<file path="src/rtl/sstl3_halfdup_bus_ctrl_if.sv">
// Bundle of the user-side stream/request signals and the IOBUF pad-side
// signals of the half-duplex SSTL3 bus controller.
// master: the controller itself. slave: whatever sits on the other side
// (user logic plus the IOBUF cells).
interface sstl3_halfdup_bus_ctrl_if #(
    parameter int WIDTH = 8
) ();
    logic [WIDTH-1:0] tx_data;
    logic             tx_valid;
    logic             tx_ready;
    logic             rx_req;
    logic [WIDTH-1:0] rx_data;
    logic             rx_valid;
    logic [WIDTH-1:0] pad_i;
    logic             pad_t;
    logic [WIDTH-1:0] pad_o;
    logic             busy;
    logic             err;

    modport master (
        input  tx_data,
        input  tx_valid,
        input  rx_req,
        input  pad_o,
        output tx_ready,
        output rx_data,
        output rx_valid,
        output pad_i,
        output pad_t,
        output busy,
        output err
    );

    modport slave (
        output tx_data,
        output tx_valid,
        output rx_req,
        output pad_o,
        input  tx_ready,
        input  rx_data,
        input  rx_valid,
        input  pad_i,
        input  pad_t,
        input  busy,
        input  err
    );
endinterface

</file>
<file path="src/rtl/sstl3_halfdup_bus_ctrl.sv">
// Half-duplex controller for a WIDTH-bit bidirectional SSTL3 pad bus made of
// per-bit IOBUF cells. Drives the shared I/T pair, captures O, arbitrates
// between a valid/ready TX stream and a level-held RX request (RX wins ties),
// and inserts TURN_CYC tri-state cycles after every burst so the two ends of
// the bus never drive at the same time.
//
// Optional feature: define SSTL3_BUS_CONTENTION_CHK_EN to build the contention
// monitor (sticky ERR when the pad readback differs from the driven word).
// Without the macro ERR is a constant 0 and no compare logic exists.
module sstl3_halfdup_bus_ctrl #(
    parameter int WIDTH    = 8,
    parameter int TURN_CYC = 2   // 1..15
) (
    input  logic                      clk_i,
    input  logic                      rst_ni,
    sstl3_halfdup_bus_ctrl_if.master  bus
);

    typedef enum logic [1:0] {
        ST_IDLE = 2'd0,
        ST_TX   = 2'd1,
        ST_RX   = 2'd2,
        ST_TURN = 2'd3
    } state_e;

    // Counter is 4 bits wide, which covers the full 1..15 range of TURN_CYC.
    localparam logic [3:0] TURN_LAST = 4'(TURN_CYC - 1);

    state_e           state_q;
    logic [3:0]       turn_cnt_q;
    logic [WIDTH-1:0] pad_i_q;
    logic             pad_t_q;
    logic [WIDTH-1:0] rx_data_q;
    logic             rx_valid_q;

    // Main FSM with registered pad drive and receive capture.
    always_ff @(posedge clk_i) begin
        if (!rst_ni) begin
            state_q    <= ST_IDLE;
            turn_cnt_q <= 4'd0;
            pad_i_q    <= '0;
            pad_t_q    <= 1'b1;
            rx_data_q  <= '0;
            rx_valid_q <= 1'b0;
        end else begin
            // A sample pulse lasts exactly one cycle unless renewed below.
            rx_valid_q <= 1'b0;
            case (state_q)
                ST_IDLE: begin
                    pad_t_q    <= 1'b1;
                    turn_cnt_q <= 4'd0;
                    if (bus.rx_req) begin
                        state_q <= ST_RX;
                    end else if (bus.tx_valid) begin
                        state_q <= ST_TX;
                    end else begin
                        state_q <= ST_IDLE;
                    end
                end
                ST_TX: begin
                    // RX_REQ is deliberately not looked at until the burst ends.
                    if (bus.tx_valid) begin
                        pad_i_q <= bus.tx_data;
                        pad_t_q <= 1'b0;
                        state_q <= ST_TX;
                    end else begin
                        pad_t_q    <= 1'b1;
                        turn_cnt_q <= 4'd0;
                        state_q    <= ST_TURN;
                    end
                end
                ST_RX: begin
                    pad_t_q <= 1'b1;
                    if (bus.rx_req) begin
                        rx_data_q  <= bus.pad_o;
                        rx_valid_q <= 1'b1;
                        state_q    <= ST_RX;
                    end else begin
                        turn_cnt_q <= 4'd0;
                        state_q    <= ST_TURN;
                    end
                end
                ST_TURN: begin
                    pad_t_q <= 1'b1;
                    if (turn_cnt_q >= TURN_LAST) begin
                        turn_cnt_q <= 4'd0;
                        state_q    <= ST_IDLE;
                    end else begin
                        turn_cnt_q <= turn_cnt_q + 4'd1;
                        state_q    <= ST_TURN;
                    end
                end
                default: begin
                    // Unreachable encoding: fall back to a safe, undriven bus.
                    pad_t_q    <= 1'b1;
                    turn_cnt_q <= 4'd0;
                    state_q    <= ST_IDLE;
                end
            endcase
        end
    end

`ifdef SSTL3_BUS_CONTENTION_CHK_EN
    // True when the pad readback differs from the word being driven.
    function automatic logic word_differs(input logic [WIDTH-1:0] a,
                                          input logic [WIDTH-1:0] b);
        return |(a ^ b);
    endfunction

    logic err_q;
    logic err_d;

    // Sticky flag: set on any readback mismatch while the bus is driven.
    always_comb begin
        err_d = err_q;
        if (!pad_t_q && word_differs(bus.pad_o, pad_i_q)) begin
            err_d = 1'b1;
        end else begin
            err_d = err_q;
        end
    end

    // Contention flag register; only reset clears it.
    always_ff @(posedge clk_i) begin
        if (!rst_ni) begin
            err_q <= 1'b0;
        end else begin
            err_q <= err_d;
        end
    end

    assign bus.err = err_q;
`else
    assign bus.err = 1'b0;
`endif

    assign bus.tx_ready = (state_q == ST_TX);
    assign bus.busy     = (state_q != ST_IDLE);
    assign bus.pad_i    = pad_i_q;
    assign bus.pad_t    = pad_t_q;
    assign bus.rx_data  = rx_data_q;
    assign bus.rx_valid = rx_valid_q;

endmodule

</file>
<file path="src/flat_wrapper.sv">
// flat-port wrapper written by rule: the top's interface ports become plain ports
module sstl3_halfdup_bus_ctrl_flat 
#(
    parameter int WIDTH    = 8,
    parameter int TURN_CYC = 2           
)
  (clk_i, rst_ni, bus_tx_data, bus_tx_valid, bus_rx_req, bus_pad_o, bus_tx_ready, bus_rx_data, bus_rx_valid, bus_pad_i, bus_pad_t, bus_busy, bus_err);
  sstl3_halfdup_bus_ctrl_if #(.WIDTH(WIDTH)) bus_i ();
  input  logic clk_i;
  input  logic rst_ni;
  input wire logic [$bits(bus_i.tx_data)-1:0] bus_tx_data;
  input wire logic [$bits(bus_i.tx_valid)-1:0] bus_tx_valid;
  input wire logic [$bits(bus_i.rx_req)-1:0] bus_rx_req;
  input wire logic [$bits(bus_i.pad_o)-1:0] bus_pad_o;
  output wire logic [$bits(bus_i.tx_ready)-1:0] bus_tx_ready;
  output wire logic [$bits(bus_i.rx_data)-1:0] bus_rx_data;
  output wire logic [$bits(bus_i.rx_valid)-1:0] bus_rx_valid;
  output wire logic [$bits(bus_i.pad_i)-1:0] bus_pad_i;
  output wire logic [$bits(bus_i.pad_t)-1:0] bus_pad_t;
  output wire logic [$bits(bus_i.busy)-1:0] bus_busy;
  output wire logic [$bits(bus_i.err)-1:0] bus_err;
  assign bus_i.tx_data = bus_tx_data;
  assign bus_i.tx_valid = bus_tx_valid;
  assign bus_i.rx_req = bus_rx_req;
  assign bus_i.pad_o = bus_pad_o;
  assign bus_tx_ready = bus_i.tx_ready;
  assign bus_rx_data = bus_i.rx_data;
  assign bus_rx_valid = bus_i.rx_valid;
  assign bus_pad_i = bus_i.pad_i;
  assign bus_pad_t = bus_i.pad_t;
  assign bus_busy = bus_i.busy;
  assign bus_err = bus_i.err;
  sstl3_halfdup_bus_ctrl #(.WIDTH(WIDTH), .TURN_CYC(TURN_CYC)) u_core (.clk_i(clk_i), .rst_ni(rst_ni), .bus(bus_i));
endmodule
</file>
<file path="config.mk">
export PLATFORM = sky130hd
export DESIGN_NAME = sstl3_halfdup_bus_ctrl_flat
export DESIGN_NICKNAME = d
export VERILOG_FILES = /design/src/rtl/sstl3_halfdup_bus_ctrl_if.sv /design/src/rtl/sstl3_halfdup_bus_ctrl.sv /design/src/flat_wrapper.sv
export SDC_FILE = /design/constraint.sdc
export NUM_CORES = 1
export LEC_CHECK = 0
export BUFFER_PORTS_ARGS = -buffer_cell sky130_fd_sc_hd__buf_2
export CORE_ASPECT_RATIO = 1.25
export CORE_MARGIN = 2
export CORE_UTILIZATION = 45
export CTS_BUF_LIST = sky130_fd_sc_hd__clkbuf_8 sky130_fd_sc_hd__clkbuf_16
export DETAILED_ROUTE_END_ITERATION = 6
export PLACE_DENSITY = 0.8
export SLEW_MARGIN = 10
export SYNTH_ARGS = -nofsm -noshare
export SYNTH_HDL_FRONTEND = slang
export SYNTH_SLANG_ARGS = --single-unit
export TNS_END_PERCENT = 10
</file>
<file path="constraint.sdc">
create_clock -name clk_i -period 1.8 [get_ports clk_i]
set_input_delay 0 -clock clk_i [delete_from_list [all_inputs] [get_ports clk_i]]
set_output_delay 0 -clock clk_i [all_outputs]
set_load 0.005 [all_outputs]
</file>
## Word level (Yosys, flattened, before mapping)

Index checks and enable logic that the tools add are counted.

- Add/subtract/negate cells: 1
- $lt $le $gt $ge: 1
- Reduce and logical (&&, ||, !) cells: 7
- Equality and inequality tests: 5
- Multiplexer cells: 13

Operators by type and width:

| cell | count |
|---|---|
| $pmux 4 s4 | 1 |
| $mux 4 | 3 |
| $pmux 2 s4 | 1 |
| $reduce_and 2->1 | 4 |
| $mux 2 | 3 |
| $add 4x1->4 const B | 1 |
| $eq 2x2->1 const B | 2 |
| $ge 4x1->1 const B | 1 |
| $mux 1 | 4 |
| $ne 2x2->1 const B | 2 |
| $reduce_or 3->1 | 1 |
| $eq 2x1->1 const B | 1 |
| $logic_not 2->1 | 1 |
| $pmux 1 s2 | 1 |
| $reduce_bool 2->1 | 1 |

- Output and inout bits: 21
- Bits of input ports: 20
- Bits in registers: 24
- Logic and storage cells: 33

## Longest topological paths before layout

- Depth in word-level cells: 3
- Depth in mapped cells: 5
- Depth with buffers taken out: 5

## Least setup slack after synthesis

No wires, ideal clock.

- Kind: reg-to-reg
- From: register u_core.turn_cnt_q[1]
- To: register u_core.turn_cnt_q[0]
- Path slack: 0.512 ns
- Cell stages (with the launch flop): 6
- Path buffers: 0
- Clock period less this slack: 1.288 ns
- Required time: 1.720 ns
- Arrival: 1.208 ns
- Library setup time: 0.080 ns
- Cell sequence: dfxtp_1 inv_1 ha_1 nor4b_1 a31oi_1 a211oi_2

- Cells in the longest elaborated chain, start to end: 3

RTL lines:

| what | line | source |
|---|---|---|
| start: declaration | sstl3_halfdup_bus_ctrl.sv:30 | `logic [3:0] turn_cnt_q;` |
| start signal: assignment | sstl3_halfdup_bus_ctrl.sv:89 | `turn_cnt_q <= turn_cnt_q + 4'd1;` |
| $ge 4x1->1 | sstl3_halfdup_bus_ctrl.sv:85 | `if (turn_cnt_q >= TURN_LAST) begin` |
| $mux 4 | sstl3_halfdup_bus_ctrl.sv:85 |  |
| $pmux 4 s4 | sstl3_halfdup_bus_ctrl.sv:48 | `case (state_q)` |

Every way passes these cells.
A chain may end at the register's enable or synchronous reset.

## Worst setup path in the final report

- From: register u_core.turn_cnt_q[1]
- To: register u_core.turn_cnt_q[2]

- Cells in the longest elaborated chain, start to end: 3

RTL lines:

| what | line |
|---|---|
| $add 4x1->4 or $ge 4x1->1 (tied branches) | sstl3_halfdup_bus_ctrl.sv:89, sstl3_halfdup_bus_ctrl.sv:85 |
| $mux 4 (*) | sstl3_halfdup_bus_ctrl.sv:85 |
| $pmux 4 s4 (*) | sstl3_halfdup_bus_ctrl.sv:48 |

Mark *: on every way between the ends. The rest lies on a longest branch, timed or not.

==> key figures <==
Synth
  – Yosys cell types: 27
  – Synth Register Bits: 24
  – Largest family of logic cells by synthesized area: simple AND/OR/NAND/NOR gates
  – Mapped Area: 981 µm²
  – Syn Area/Cell: ~9.6 µm²
  – Syn Nets: between 100 and 150
  – Top FF cell, synth: dfxtp_1
  – Simple-gate share of the synthesized area: 21.9%
  – Post-synthesis adder-cell area fraction: 3.83%
  – Post-Synth XOR/XNOR Area: 0%
  – Mapped Cells: roughly 100
  – Seq/Total Area, Yosys: 49.0%
  – Ys Warns: 0
  – Synth Area in Compound Gates: a little over a tenth
  – Mux share of post-synthesis cell area: roughly 8%
  – Post-synth EDFFs: 0
  – Asr flop ratio synth: 0%

Global route
  – GRT Total Usage: roughly a fifth
  – Largest net degree at the start of global routing: 14
  – Antenna violations before repair: 0
  – First-pass GRT wire length: 3790 µm
  – Gr ovfl total: 0
  – Vias in the first global route: 932

Critical path
  – R2R Setup Slk: 0.23 ns
  – WS Path Type: reg2reg
  – CP Capture Type: register
  – Critical path startpoint category: register
  – Worst-path maximum fanout: 3
  – Critical-path cell list: inv_1, ha_1, nor4b_1, nand3_1, o22ai_1
  – Slowest stage delay, CP: 0.48 ns
  – Critical path's slowest cell: nor4b_1
  – CP required: 1.99 ns
  – Data arrival, critical path: 1.75 ns
  – Bufs and invs on worst path: 1
  – Cell family with most CP delay: simple AND/OR/NAND/NOR gates

Power and ir drop
  – Peak VDD IR: 0.000693 V
  – Leak Pwr: 0.694 nW
  – Pwr dens: approximately 800 nW/µm²

Timing
  – Final setup viols: 0
  – Post-Route Setup TNS: 0 ns
  – Worst slew margin: 62.6%
  – Worst-Margin Slew: ~0.55 ns
  – Final Skew: 0.00180 ns
  – Crit path time final: between 1.5 and 2 ns
  – Fmax: between 600 and 700 MHz
  – Unrepaired setup endpoints after global routing: no
  – Fin. max-slew vios: 0
  – Period utilization: 87.2%
  – Hold Vio Cnt, Final: 0

Clock tree
  – Setup Buffers After CTS: 0
  – Maximum clock path buffer count: 2
  – H-Tree Depth: 1
  – Clock Sinks: 24
  – Clk root buf: clkbuf_8
  – Post-CTS sizing: 0
  – CTS buffer count: 3
  – Hold Buf Count CTS: 16
  – Worst-path clk slew: 0.08 ns
  – Clock Latency Late Sink: roughly 0.26 ns
  – CTS tree: yes

Cells and area
  – Layout cells sized above 1: 32.3%
  – Post-route cell area: approximately 1400 µm²
  – Filler instances: 148
  – Ant. Diodes: 0
  – Post-Layout Cell Count: 175
  – Reg area: 480 µm²
  – Area occupied by multi-input gates: around 440 µm²
  – Area Growth Syn to Fin: 40.1%
  – Nets: 179

Place
  – Cell Area, Placed: 1160 µm²
  – IO Port Bufs: 39
  – Hpwl dp: between 1000 and 1500 µm
  – GP Congestion: between 0.7 and 0.8
  – Placed Cells: 155

Drt
  – DRT iter0 DRCs: 16
  – Wirelength, routed: 2190 µm
  – Antenna Nets Post-Route: 0
  – Vias: 893
  – WL per Instance: roughly 12 µm
  – Pre-antenna DRT Iters: 4
  – Via/cell ratio: 5.10
  – DRC Markers: 0

Flow run
  – Max-cap viol count: 0

Min path
  – Worst Hold Class: in2reg

Die
  – Starting Density: 48.4%
  – Die W: ~46 µm
  – Die Span Y: 56.2 µm
  – Rows: 18
  – Total die area: 2570 µm²
  – I/O Pins: 41
  – Core box area: 2030 µm²

Status
  – Status: finished clean
-- final timing paths --
kind,startpoint,to,cells past startpoint
max,u_core.turn_cnt_q[1]$_SDFFE_PN0P_,u_core.turn_cnt_q[2]$_SDFFE_PN0P_,5
min,bus_pad_o[3],u_core.bus.rx_data[3]$_SDFFE_PN0P_,3
max reg2reg,u_core.turn_cnt_q[1]$_SDFFE_PN0P_,u_core.turn_cnt_q[2]$_SDFFE_PN0P_,5
min reg2reg,u_core.turn_cnt_q[3]$_SDFFE_PN0P_,u_core.turn_cnt_q[3]$_SDFFE_PN0P_,2
-- state kept, by name, indices dropped and copies added, names as in the netlist --
signal / cells
u_core.state_q: 2
u_core.bus.rx_data: 8
u_core.bus.pad_i: 8
u_core.bus.pad_t: 1
u_core.bus.rx_valid: 1
u_core.turn_cnt_q: 4
-- cell families (layout without fill, tap and decap cells) --
family / Yosys count / in the layout
AO/OA/AOI/OAI: 14 / 14
adder cells (fa/ha/maj): 3 / 3
buffers and inverters: 10 / 63
flip-flops: 24 / 24
multiplexers: 8 / 8
other: 1 / 1
AND/OR/NAND/NOR: 42 / 42
-- per-layer routing --
metal	vias to the layer above	global-route usage [%]	routed length [µm]
li1	439	-	-
met1	422	20.4	840
met2	26	36.2	1190
met3	6	2.92	98
met4	0	8.16	55
met5	-	0	0
-- report_power, final --
group	internal [W]	switching [W]	leakage, nW
registers	0.000552	0.0000205	0.195
logic	0.0000897	0.0000673	0.470
clock network	0.000195	0.000156	0.0288
-- Yosys cell counts (2+ instances only) --
| library cell | count | share of area, % |
|---|---|---|
| dfxtp_1 | 24 | 49 |
| nand2_1 | 21 | 8.0 |
| nor2_1 | 12 | 4.6 |
| a21oi_1 | 8 | 4.1 |
| mux2i_1 | 8 | 8.2 |
| buf_2 | 3 | 1.5 |
| ha_1 | 3 | 3.8 |
| buf_6 | 2 | 2.3 |
| inv_1 | 2 | 0.77 |
| nand3b_4 | 2 | 4.1 |
-- through the flow --
step                hold slack, ns  setup WS, ns  total power, W  utilization (%)
CTS                        0.00407         0.231         0.00109             67.8
global route                0.0145         0.102         0.00114             67.8
global placement             0.230         0.441        0.000709             57.2
finish                      0.0140         0.231         0.00108             67.8
detailed placement           0.238         0.273        0.000715             57.2
floorplan                    0.136         0.512        0.000669                -
-- cells in the final DEF (no fill, tap or decap), drive strengths merged, types with 2 or more instances in the layout --
| master | netlist | layout |
|---|---|---|
| a21oi | 8 | 8 |
| inv | 2 | 2 |
| mux2i | 8 | 8 |
| nor2 | 12 | 12 |
| ha | 3 | 3 |
| dlygate4sd3 | 0 | 16 |
| clkbuf | 1 | 4 |
| nand2 | 21 | 21 |
| dfxtp | 24 | 24 |
| buf | 6 | 40 |
| nand3b | 3 | 3 |
-- area by class of cell --
cell class / count / share of cell area (%)
flip-flops and latches: 24 / 35.0
multi-input cells: 68 / 32.0
repair buffers: 56 / 26.4
clock buffers: 4 / 4.01
well taps: 20 / 1.82
inverters: 3 / 0.820
-- worst reg2reg max path: stages (launching register included) --
cell     delay (ns)
dfxtp_1        0.36
inv_1          0.09
ha_1           0.18
nor4b_1        0.48
nand3_1        0.20
o22ai_1        0.19
(Power assumes the default switching activity.)
